`src/rtl/cache_req_arbiter_if.sv`:
```
// -----------------------------------------------------------------------------
// cache_req_arbiter_if
//
// Purpose:
//   Bundles the request/response handshakes of the two cache requesters and the
//   cache read port into one interface for cache_req_arbiter.
//
// Signals:
//   req0_valid/req0_addr/req0_ready            requester 0 request handshake
//   rsp0_valid/rsp0_data/rsp0_hit              requester 0 response
//   req1_* / rsp1_*                            same, for requester 1
//   cache_read/cache_addr                      read pulse and address to cache
//   cache_read_data/cache_hit                  data and hit flag from cache
//   busy                                       arbiter is not idle
//
// Modports:
//   slave  - the arbiter itself
//   master - its environment (both requesters plus the cache instance)
// -----------------------------------------------------------------------------
interface cache_req_arbiter_if #(
   parameter int ADDR_W = 11,
   parameter int DATA_W = 11
);
   logic              req0_valid;
   logic [ADDR_W-1:0] req0_addr;
   logic              req0_ready;
   logic              rsp0_valid;
   logic [DATA_W-1:0] rsp0_data;
   logic              rsp0_hit;

   logic              req1_valid;
   logic [ADDR_W-1:0] req1_addr;
   logic              req1_ready;
   logic              rsp1_valid;
   logic [DATA_W-1:0] rsp1_data;
   logic              rsp1_hit;

   logic              cache_read;
   logic [ADDR_W-1:0] cache_addr;
   logic [DATA_W-1:0] cache_read_data;
   logic              cache_hit;

   logic              busy;

   modport slave (
      input  req0_valid, req0_addr, req1_valid, req1_addr,
      input  cache_read_data, cache_hit,
      output req0_ready, rsp0_valid, rsp0_data, rsp0_hit,
      output req1_ready, rsp1_valid, rsp1_data, rsp1_hit,
      output cache_read, cache_addr, busy
   );

   modport master (
      output req0_valid, req0_addr, req1_valid, req1_addr,
      output cache_read_data, cache_hit,
      input  req0_ready, rsp0_valid, rsp0_data, rsp0_hit,
      input  req1_ready, rsp1_valid, rsp1_data, rsp1_hit,
      input  cache_read, cache_addr, busy
   );
endinterface

```
`src/rtl/cache_req_arbiter.sv`:
```
// -----------------------------------------------------------------------------
// cache_req_arbiter
//
// Purpose:
//   Two-requester front end for the direct-mapped cache read port. Grants one
//   request at a time (round-robin on contention), issues a single-cycle read
//   pulse, waits the cache latency, captures data/hit and returns them to the
//   owning requester with a one-cycle response strobe.
//
//   Timing per access (cycle 0 = accept):
//     cycle 0            reqN_ready
//     cycle 1            cache_read, cache_addr = latched address
//     cycles 2..LAT      wait (cache_addr held)
//     cycle LAT+1        rspN_valid with captured data/hit
//     cycle LAT+2        earliest next accept
//
// Parameters:
//   ADDR_W     request/cache address width
//   DATA_W     cache read-data width
//   CACHE_LAT  cycles from the cache_read cycle to the last cycle before
//              data/hit are sampled (1..15)
//
// Ports:
//   clk        system clock, rising edge
//   rst        asynchronous reset, active low
//   bus        cache_req_arbiter_if.slave (requesters + cache port + busy)
//
// Optional feature (macro ARB_STATS_EN):
//   stats_clr  synchronous active-high clear of the statistics counters
//   hit_cnt0/miss_cnt0/hit_cnt1/miss_cnt1
//              16-bit saturating per-requester hit/miss counters, bumped in
//              each response cycle
//   With the macro undefined these ports and counters do not exist.
// -----------------------------------------------------------------------------
module cache_req_arbiter #(
   parameter int ADDR_W    = 11,
   parameter int DATA_W    = 11,
   parameter int CACHE_LAT = 2
) (
   input  logic                clk,
   input  logic                rst,
   cache_req_arbiter_if.slave  bus
`ifdef ARB_STATS_EN
   ,
   input  logic                stats_clr,
   output logic [15:0]         hit_cnt0,
   output logic [15:0]         miss_cnt0,
   output logic [15:0]         hit_cnt1,
   output logic [15:0]         miss_cnt1
`endif
);

   localparam logic [1:0] ST_IDLE  = 2'd0;
   localparam logic [1:0] ST_ISSUE = 2'd1;
   localparam logic [1:0] ST_WAIT  = 2'd2;
   localparam logic [1:0] ST_RESP  = 2'd3;

   // WAIT lasts CACHE_LAT-1 cycles; the counter holds the cycles still to go.
   localparam logic [3:0] WAIT_LOAD = 4'(CACHE_LAT - 1);
   localparam bit         LAT_ONE   = (CACHE_LAT == 1);

   logic [1:0]        state_reg;
   logic [1:0]        state_next;
   logic              rr_reg;        // requester favoured on a tie
   logic              grant_id_reg;  // owner of the access in flight
   logic [ADDR_W-1:0] addr_reg;
   logic [3:0]        wait_cnt_reg;

   // Per-requester views of the interface so the per-requester logic can be
   // generated once.
   logic              req_valid [2];
   logic [ADDR_W-1:0] req_addr  [2];
   logic              req_ready [2];
   logic              rsp_valid [2];
   logic [DATA_W-1:0] rsp_data  [2];
   logic              rsp_hit   [2];

   logic grant_any;
   logic grant_sel;
   logic capture_now;

   assign req_valid[0] = bus.req0_valid;
   assign req_valid[1] = bus.req1_valid;
   assign req_addr[0]  = bus.req0_addr;
   assign req_addr[1]  = bus.req1_addr;

   // Arbitration: a lone requester always wins, so the rr pointer only
   // matters when both are valid in the same IDLE cycle.
   assign grant_any = req_valid[0] || req_valid[1];
   assign grant_sel = (req_valid[0] && req_valid[1]) ? rr_reg : req_valid[1];

   // The cache result is sampled on the edge that ends the last WAIT cycle,
   // or the ISSUE cycle when there is no WAIT at all.
   assign capture_now = (LAT_ONE && (state_reg == ST_ISSUE)) ||
                        (!LAT_ONE && (state_reg == ST_WAIT) && (wait_cnt_reg == 4'd1));

   always_comb begin
      state_next = state_reg;
      case (state_reg)
         ST_IDLE:  if (grant_any) state_next = ST_ISSUE;
         ST_ISSUE: state_next = LAT_ONE ? ST_RESP : ST_WAIT;
         ST_WAIT:  if (wait_cnt_reg == 4'd1) state_next = ST_RESP;
         ST_RESP:  state_next = ST_IDLE;
         default:  state_next = ST_IDLE;
      endcase
   end

   always_ff @(posedge clk or negedge rst) begin
      if (!rst) begin
         state_reg    <= ST_IDLE;
         rr_reg       <= 1'b0;
         grant_id_reg <= 1'b0;
         addr_reg     <= '0;
         wait_cnt_reg <= 4'd0;
      end else begin
         state_reg <= state_next;

         if ((state_reg == ST_IDLE) && grant_any) begin
            addr_reg     <= req_addr[grant_sel];
            grant_id_reg <= grant_sel;
         end

         if (state_reg == ST_ISSUE) begin
            wait_cnt_reg <= WAIT_LOAD;
         end else if (state_reg == ST_WAIT) begin
            wait_cnt_reg <= wait_cnt_reg - 4'd1;
         end

         if (state_reg == ST_RESP) begin
            rr_reg <= ~grant_id_reg;
         end
      end
   end

`ifdef ARB_STATS_EN
   logic [15:0] hit_cnt  [2];
   logic [15:0] miss_cnt [2];
`endif

   genvar gi;
   generate
      for (gi = 0; gi < 2; gi++) begin : g_req
         logic [DATA_W-1:0] data_reg;
         logic              hit_reg;

         // Gated by rst so a requester holding valid through reset never sees
         // an accept while the block is held in reset.
         assign req_ready[gi] = rst && (state_reg == ST_IDLE) && grant_any &&
                                (grant_sel == 1'(gi));
         assign rsp_valid[gi] = (state_reg == ST_RESP) && (grant_id_reg == 1'(gi));

         // Only the owner's response registers load; the other requester's
         // last response stays visible.
         always_ff @(posedge clk or negedge rst) begin
            if (!rst) begin
               data_reg <= '0;
               hit_reg  <= 1'b0;
            end else if (capture_now && (grant_id_reg == 1'(gi))) begin
               data_reg <= bus.cache_read_data;
               hit_reg  <= bus.cache_hit;
            end
         end

         assign rsp_data[gi] = data_reg;
         assign rsp_hit[gi]  = hit_reg;

`ifdef ARB_STATS_EN
         logic [15:0] hit_cnt_reg;
         logic [15:0] miss_cnt_reg;

         // hit_reg already holds this response's flag during RESP.
         always_ff @(posedge clk or negedge rst) begin
            if (!rst) begin
               hit_cnt_reg  <= 16'd0;
               miss_cnt_reg <= 16'd0;
            end else if (stats_clr) begin
               hit_cnt_reg  <= 16'd0;
               miss_cnt_reg <= 16'd0;
            end else if (rsp_valid[gi]) begin
               if (hit_reg) begin
                  if (hit_cnt_reg != 16'hFFFF) hit_cnt_reg <= hit_cnt_reg + 16'd1;
               end else begin
                  if (miss_cnt_reg != 16'hFFFF) miss_cnt_reg <= miss_cnt_reg + 16'd1;
               end
            end
         end

         assign hit_cnt[gi]  = hit_cnt_reg;
         assign miss_cnt[gi] = miss_cnt_reg;
`endif
      end
   endgenerate

   assign bus.req0_ready = req_ready[0];
   assign bus.req1_ready = req_ready[1];
   assign bus.rsp0_valid = rsp_valid[0];
   assign bus.rsp1_valid = rsp_valid[1];
   assign bus.rsp0_data  = rsp_data[0];
   assign bus.rsp1_data  = rsp_data[1];
   assign bus.rsp0_hit   = rsp_hit[0];
   assign bus.rsp1_hit   = rsp_hit[1];

   assign bus.cache_read = (state_reg == ST_ISSUE);
   assign bus.cache_addr = addr_reg;
   assign bus.busy       = (state_reg != ST_IDLE);

`ifdef ARB_STATS_EN
   assign hit_cnt0  = hit_cnt[0];
   assign miss_cnt0 = miss_cnt[0];
   assign hit_cnt1  = hit_cnt[1];
   assign miss_cnt1 = miss_cnt[1];
`endif

endmodule

```
`src/flat_wrapper.sv`:
```
// flat-port wrapper written by rule: the top's interface ports become plain ports
module cache_req_arbiter_flat 
#(
   parameter int ADDR_W    = 11,
   parameter int DATA_W    = 11,
   parameter int CACHE_LAT = 2
)
  (clk, rst, bus_req0_valid, bus_req0_addr, bus_req1_valid, bus_req1_addr, bus_cache_read_data, bus_cache_hit, bus_req0_ready, bus_rsp0_valid, bus_rsp0_data, bus_rsp0_hit, bus_req1_ready, bus_rsp1_valid, bus_rsp1_data, bus_rsp1_hit, bus_cache_read, bus_cache_addr, bus_busy);
  cache_req_arbiter_if #(.ADDR_W(ADDR_W), .DATA_W(DATA_W)) bus_i ();
  input  logic clk;
  input  logic rst;
  input wire logic [$bits(bus_i.req0_valid)-1:0] bus_req0_valid;
  input wire logic [$bits(bus_i.req0_addr)-1:0] bus_req0_addr;
  input wire logic [$bits(bus_i.req1_valid)-1:0] bus_req1_valid;
  input wire logic [$bits(bus_i.req1_addr)-1:0] bus_req1_addr;
  input wire logic [$bits(bus_i.cache_read_data)-1:0] bus_cache_read_data;
  input wire logic [$bits(bus_i.cache_hit)-1:0] bus_cache_hit;
  output wire logic [$bits(bus_i.req0_ready)-1:0] bus_req0_ready;
  output wire logic [$bits(bus_i.rsp0_valid)-1:0] bus_rsp0_valid;
  output wire logic [$bits(bus_i.rsp0_data)-1:0] bus_rsp0_data;
  output wire logic [$bits(bus_i.rsp0_hit)-1:0] bus_rsp0_hit;
  output wire logic [$bits(bus_i.req1_ready)-1:0] bus_req1_ready;
  output wire logic [$bits(bus_i.rsp1_valid)-1:0] bus_rsp1_valid;
  output wire logic [$bits(bus_i.rsp1_data)-1:0] bus_rsp1_data;
  output wire logic [$bits(bus_i.rsp1_hit)-1:0] bus_rsp1_hit;
  output wire logic [$bits(bus_i.cache_read)-1:0] bus_cache_read;
  output wire logic [$bits(bus_i.cache_addr)-1:0] bus_cache_addr;
  output wire logic [$bits(bus_i.busy)-1:0] bus_busy;
  assign bus_i.req0_valid = bus_req0_valid;
  assign bus_i.req0_addr = bus_req0_addr;
  assign bus_i.req1_valid = bus_req1_valid;
  assign bus_i.req1_addr = bus_req1_addr;
  assign bus_i.cache_read_data = bus_cache_read_data;
  assign bus_i.cache_hit = bus_cache_hit;
  assign bus_req0_ready = bus_i.req0_ready;
  assign bus_rsp0_valid = bus_i.rsp0_valid;
  assign bus_rsp0_data = bus_i.rsp0_data;
  assign bus_rsp0_hit = bus_i.rsp0_hit;
  assign bus_req1_ready = bus_i.req1_ready;
  assign bus_rsp1_valid = bus_i.rsp1_valid;
  assign bus_rsp1_data = bus_i.rsp1_data;
  assign bus_rsp1_hit = bus_i.rsp1_hit;
  assign bus_cache_read = bus_i.cache_read;
  assign bus_cache_addr = bus_i.cache_addr;
  assign bus_busy = bus_i.busy;
  cache_req_arbiter #(.ADDR_W(ADDR_W), .DATA_W(DATA_W), .CACHE_LAT(CACHE_LAT)) u_core (.clk(clk), .rst(rst), .bus(bus_i));
endmodule
```
`config.mk`:
```
export PLATFORM = sky130hd
export DESIGN_NAME = cache_req_arbiter_flat
export DESIGN_NICKNAME = d
export VERILOG_FILES = /design/src/rtl/cache_req_arbiter_if.sv /design/src/rtl/cache_req_arbiter.sv /design/src/flat_wrapper.sv
export SDC_FILE = /design/constraint.sdc
export NUM_CORES = 1
export LEC_CHECK = 0
export ABC_AREA = 1
export BUFFER_PORTS_ARGS = -buffer_cell sky130_fd_sc_hd__buf_2
export CAP_MARGIN = 20
export CORE_ASPECT_RATIO = 0.9
export CORE_UTILIZATION = 53
export CTS_CLUSTER_SIZE = 12
export DETAILED_ROUTE_END_ITERATION = 10
export PLACE_DENSITY = 0.89
export SYNTH_ARGS = -nofsm -noshare
export SYNTH_HDL_FRONTEND = slang
export SYNTH_SLANG_ARGS = --single-unit
```
`constraint.sdc`:
```
create_clock -name clk -period 3.7 [get_ports clk]
set_clock_uncertainty 0.1 [all_clocks]
set_input_delay 0.74 -clock clk [delete_from_list [all_inputs] [get_ports clk]]
set_output_delay 0.74 -clock clk [all_outputs]
set_load 0.02 [all_outputs]
```
==> impl_metrics.toml <==
[logic_synthesis]
synth_area_leaders = "dfrtp_1 49%, nand2_1 17%, nand4_1 6.8%"
yosys_register_bits = 43
synth-seq-area-share = 0.4870
syn_area_per_cell_sq_um = 8.245
async_reset_ff_frac = 1.000
syn-num-nets = 312
yosysUniqueCellTypes = 20
synth_common_cells = "98 x nand2_1, 43 x dfrtp_1, 33 x inv_1"
yosysTopAreaCell = "dfrtp_1"
post-synth-top-area-fraction = 0.4870
synthesis.area_sq_um = 2210
synth-edff-count = 0
ys_warn_count = 0
synthCells = 268
yosysMostFrequentCell = "nand2_1"
synth-main-ff-cell = "dfrtp_1"

[floorplan]
dieArea_sq_um = 4432
core-area_sq_um = 3862
die_h_um = 63.26
num_rows = 21
start_util = 0.5721
die-width_um = 70.06
io_pins = 79

[pwr]
ir_worst_vdd_uv = 433.4
powerDensity_nw_per_um2 = 929.1
p_seq_frac = 0.351
finalPower_mw = 2.484
p_sw_mw = 1.114
p_int_mw = 1.370
clockPowerShare = 0.171
swShare = 0.4485
power.leakage_nw = 1.558
pwr-share-comb = 0.478

[timing]
setup_ws_ps = 922.7
fmax_mhz = 360.1
finalHoldViolCount = 0
drv_slew = 0
setup_tns_ps = 0
min_period_over_period = 0.7506
worst_pin_slew_ps = 518.7
finalSetupViolCount = 0
fin_crit_ps = 2777
whs_ps = 380.8
rsz0062_at_grt = "false"
slew_headroom = 0.6542

[clock_tree]
cts_resized = 0
clock_latency_ps = 290
cts_tree = "done"
numCtsBuffers = 5
postCtsHoldBufs = 0
cts_setup_buffers = 0
clkSinkCount = 43
clock_tree.htree_level_count = 2
ctsRootBufferMaster = "clkbuf_8"
cts_buffer_depth = 2
clkTransAtPathRegs_ps = 80

[critical_path]
cp-start-kind = "input port"
critPathCaptureType = "primary output"
crit_fanout = 12
crit_buf_inv = 3
cp_cell_sequence = "buf_2 > nand2_1 > nand2_1 > inv_1 > nand2_1 > nor2_1 > buf_2"
critPathSlowestCell = "nand2_1"
critPathMostFrequentCell = "nand2_1"
crit_family = "simple AND/OR/NAND/NOR gates"
cp_slowest_stage_delay_ps = 330
cp.arrival_ps = 1940
required_ps = 2860
path_class = "in2out"

[drt]
routed_via_density = 5.155
drt_iter0_markers = 187
drc_errors = 0
drt_wl_total_um = 4650
postRouteAntennaNets = 0
wire_per_inst_um = 11.98
dr.pass1.iters = 4
num_vias = 2000

[place]
dpl_cell_area_sq_um = 2541
place.gp.congestion = 0.8715
dp_hpwl_um = 3513
port_buffers = 78
place_ws_ps = 927.1
placedCellCount = 380

[global_routing]
grt_pass1_wl_um = 7741
grt_overflow = 0
grt_start_max_net_pins = 44
grt_usage = 0.2220
antenna_found_initial = 0
first_global_vias = 1740

[final_layout]
drive_gt1_frac = 0.2895
diodes = 0
instances_no_fill = 388
fillers = 312
final_area_sq_um = 2674
area_growth_pct = 21.01
post-route-util = 0.6923
nets = 385

[min_path]
worstHoldPathType = "reg2reg"

[status]
status = "finished clean"

[job]
drv_cap = 0
## metal layers
metal	vias up	global-route usage	routed length, um
li1	995	-	-
met1	907	0.2972	2198
met2	89	0.3486	2063
met3	9	0.04960	304
met4	0	0.09500	83
met5	-	0	0
## cell families after synthesis
| group | after synthesis | synth area share |
|---|---|---|
| AOI/OAI and AO/OA | 7 | 0.01699 |
| adders and majority gates | 6 | 0.03397 |
| buffers and inverters | 50 | 0.1206 |
| DFF | 43 | 0.4870 |
| and+or+nand+nor | 162 | 0.3414 |
## area by class of cell
type	instances	area [sq um]	share of cell area
clock inverter	2	60.06	0.02246
clock buffer	6	72.57	0.02714
inverter	36	135.1	0.05054
multi-input combinational	175	867.1	0.3243
sequential	43	1076	0.4024
timing repair buffer	80	405.4	0.1516
tap	46	57.56	0.02153
## power by group through the flow
stage / Clock (mW) / Combinational (mW) / Sequential (mW)
CTS: 0.432 / 1.20 / 0.871
global route: 0.458 / 1.30 / 0.904
global placement: 0 / 1.17 / 0.869
finish: 0.424 / 1.19 / 0.873
detailed placement: 0 / 1.20 / 0.876
floorplan: 0 / 0.685 / 1.09
## placed cells by master, fill, tap and decap left out
master      n
a21oi_1     2
buf_2      78
buf_4       2
bufinv_16   2
clkbuf_1    1
clkbuf_8    5
dfrtp_1    43
ha_1        6
inv_1      33
inv_2       3
nand2_1    98
nand2_2     1
nand3_1    26
nand4_1    24
nand4_2     2
nor2_1      5
nor2_2      1
nor2_4      3
nor3_2      1
o21ai_0     4
o31ai_1     1
or2_2       1
## worst register-to-register path, cell delays in order (launching register included)
cell     delay (ps)
dfrtp_1         420
inv_1            90
ha_1            440
buf_4           290
nand4_2         330
nand2_1         170
nand2_1          70
## final timing paths
path	startpoint	endpoint	slack (ps)	depth (start not counted)
max in group asynchronous	rst	u_core.bus.rsp1_data[6]$_DFFE_PN0P_	2710	2
setup reg to reg	u_core.state_reg[0]$_DFFE_PN0P_	u_core.bus.rsp1_data[7]$_DFFE_PN0P_	1690	6
min in group asynchronous	rst	u_core.bus.rsp0_data[9]$_DFFE_PN0P_	430	2
hold reg to reg	u_core.bus.rsp1_data[6]$_DFFE_PN0P_	u_core.bus.rsp1_data[6]$_DFFE_PN0P_	380	2
hold / removal	u_core.bus.rsp1_data[6]$_DFFE_PN0P_	u_core.bus.rsp1_data[6]$_DFFE_PN0P_	380	2
setup / recovery	bus_req0_valid	bus_req1_ready	920	7
Note: power is estimated with default switching activity, not from simulation.
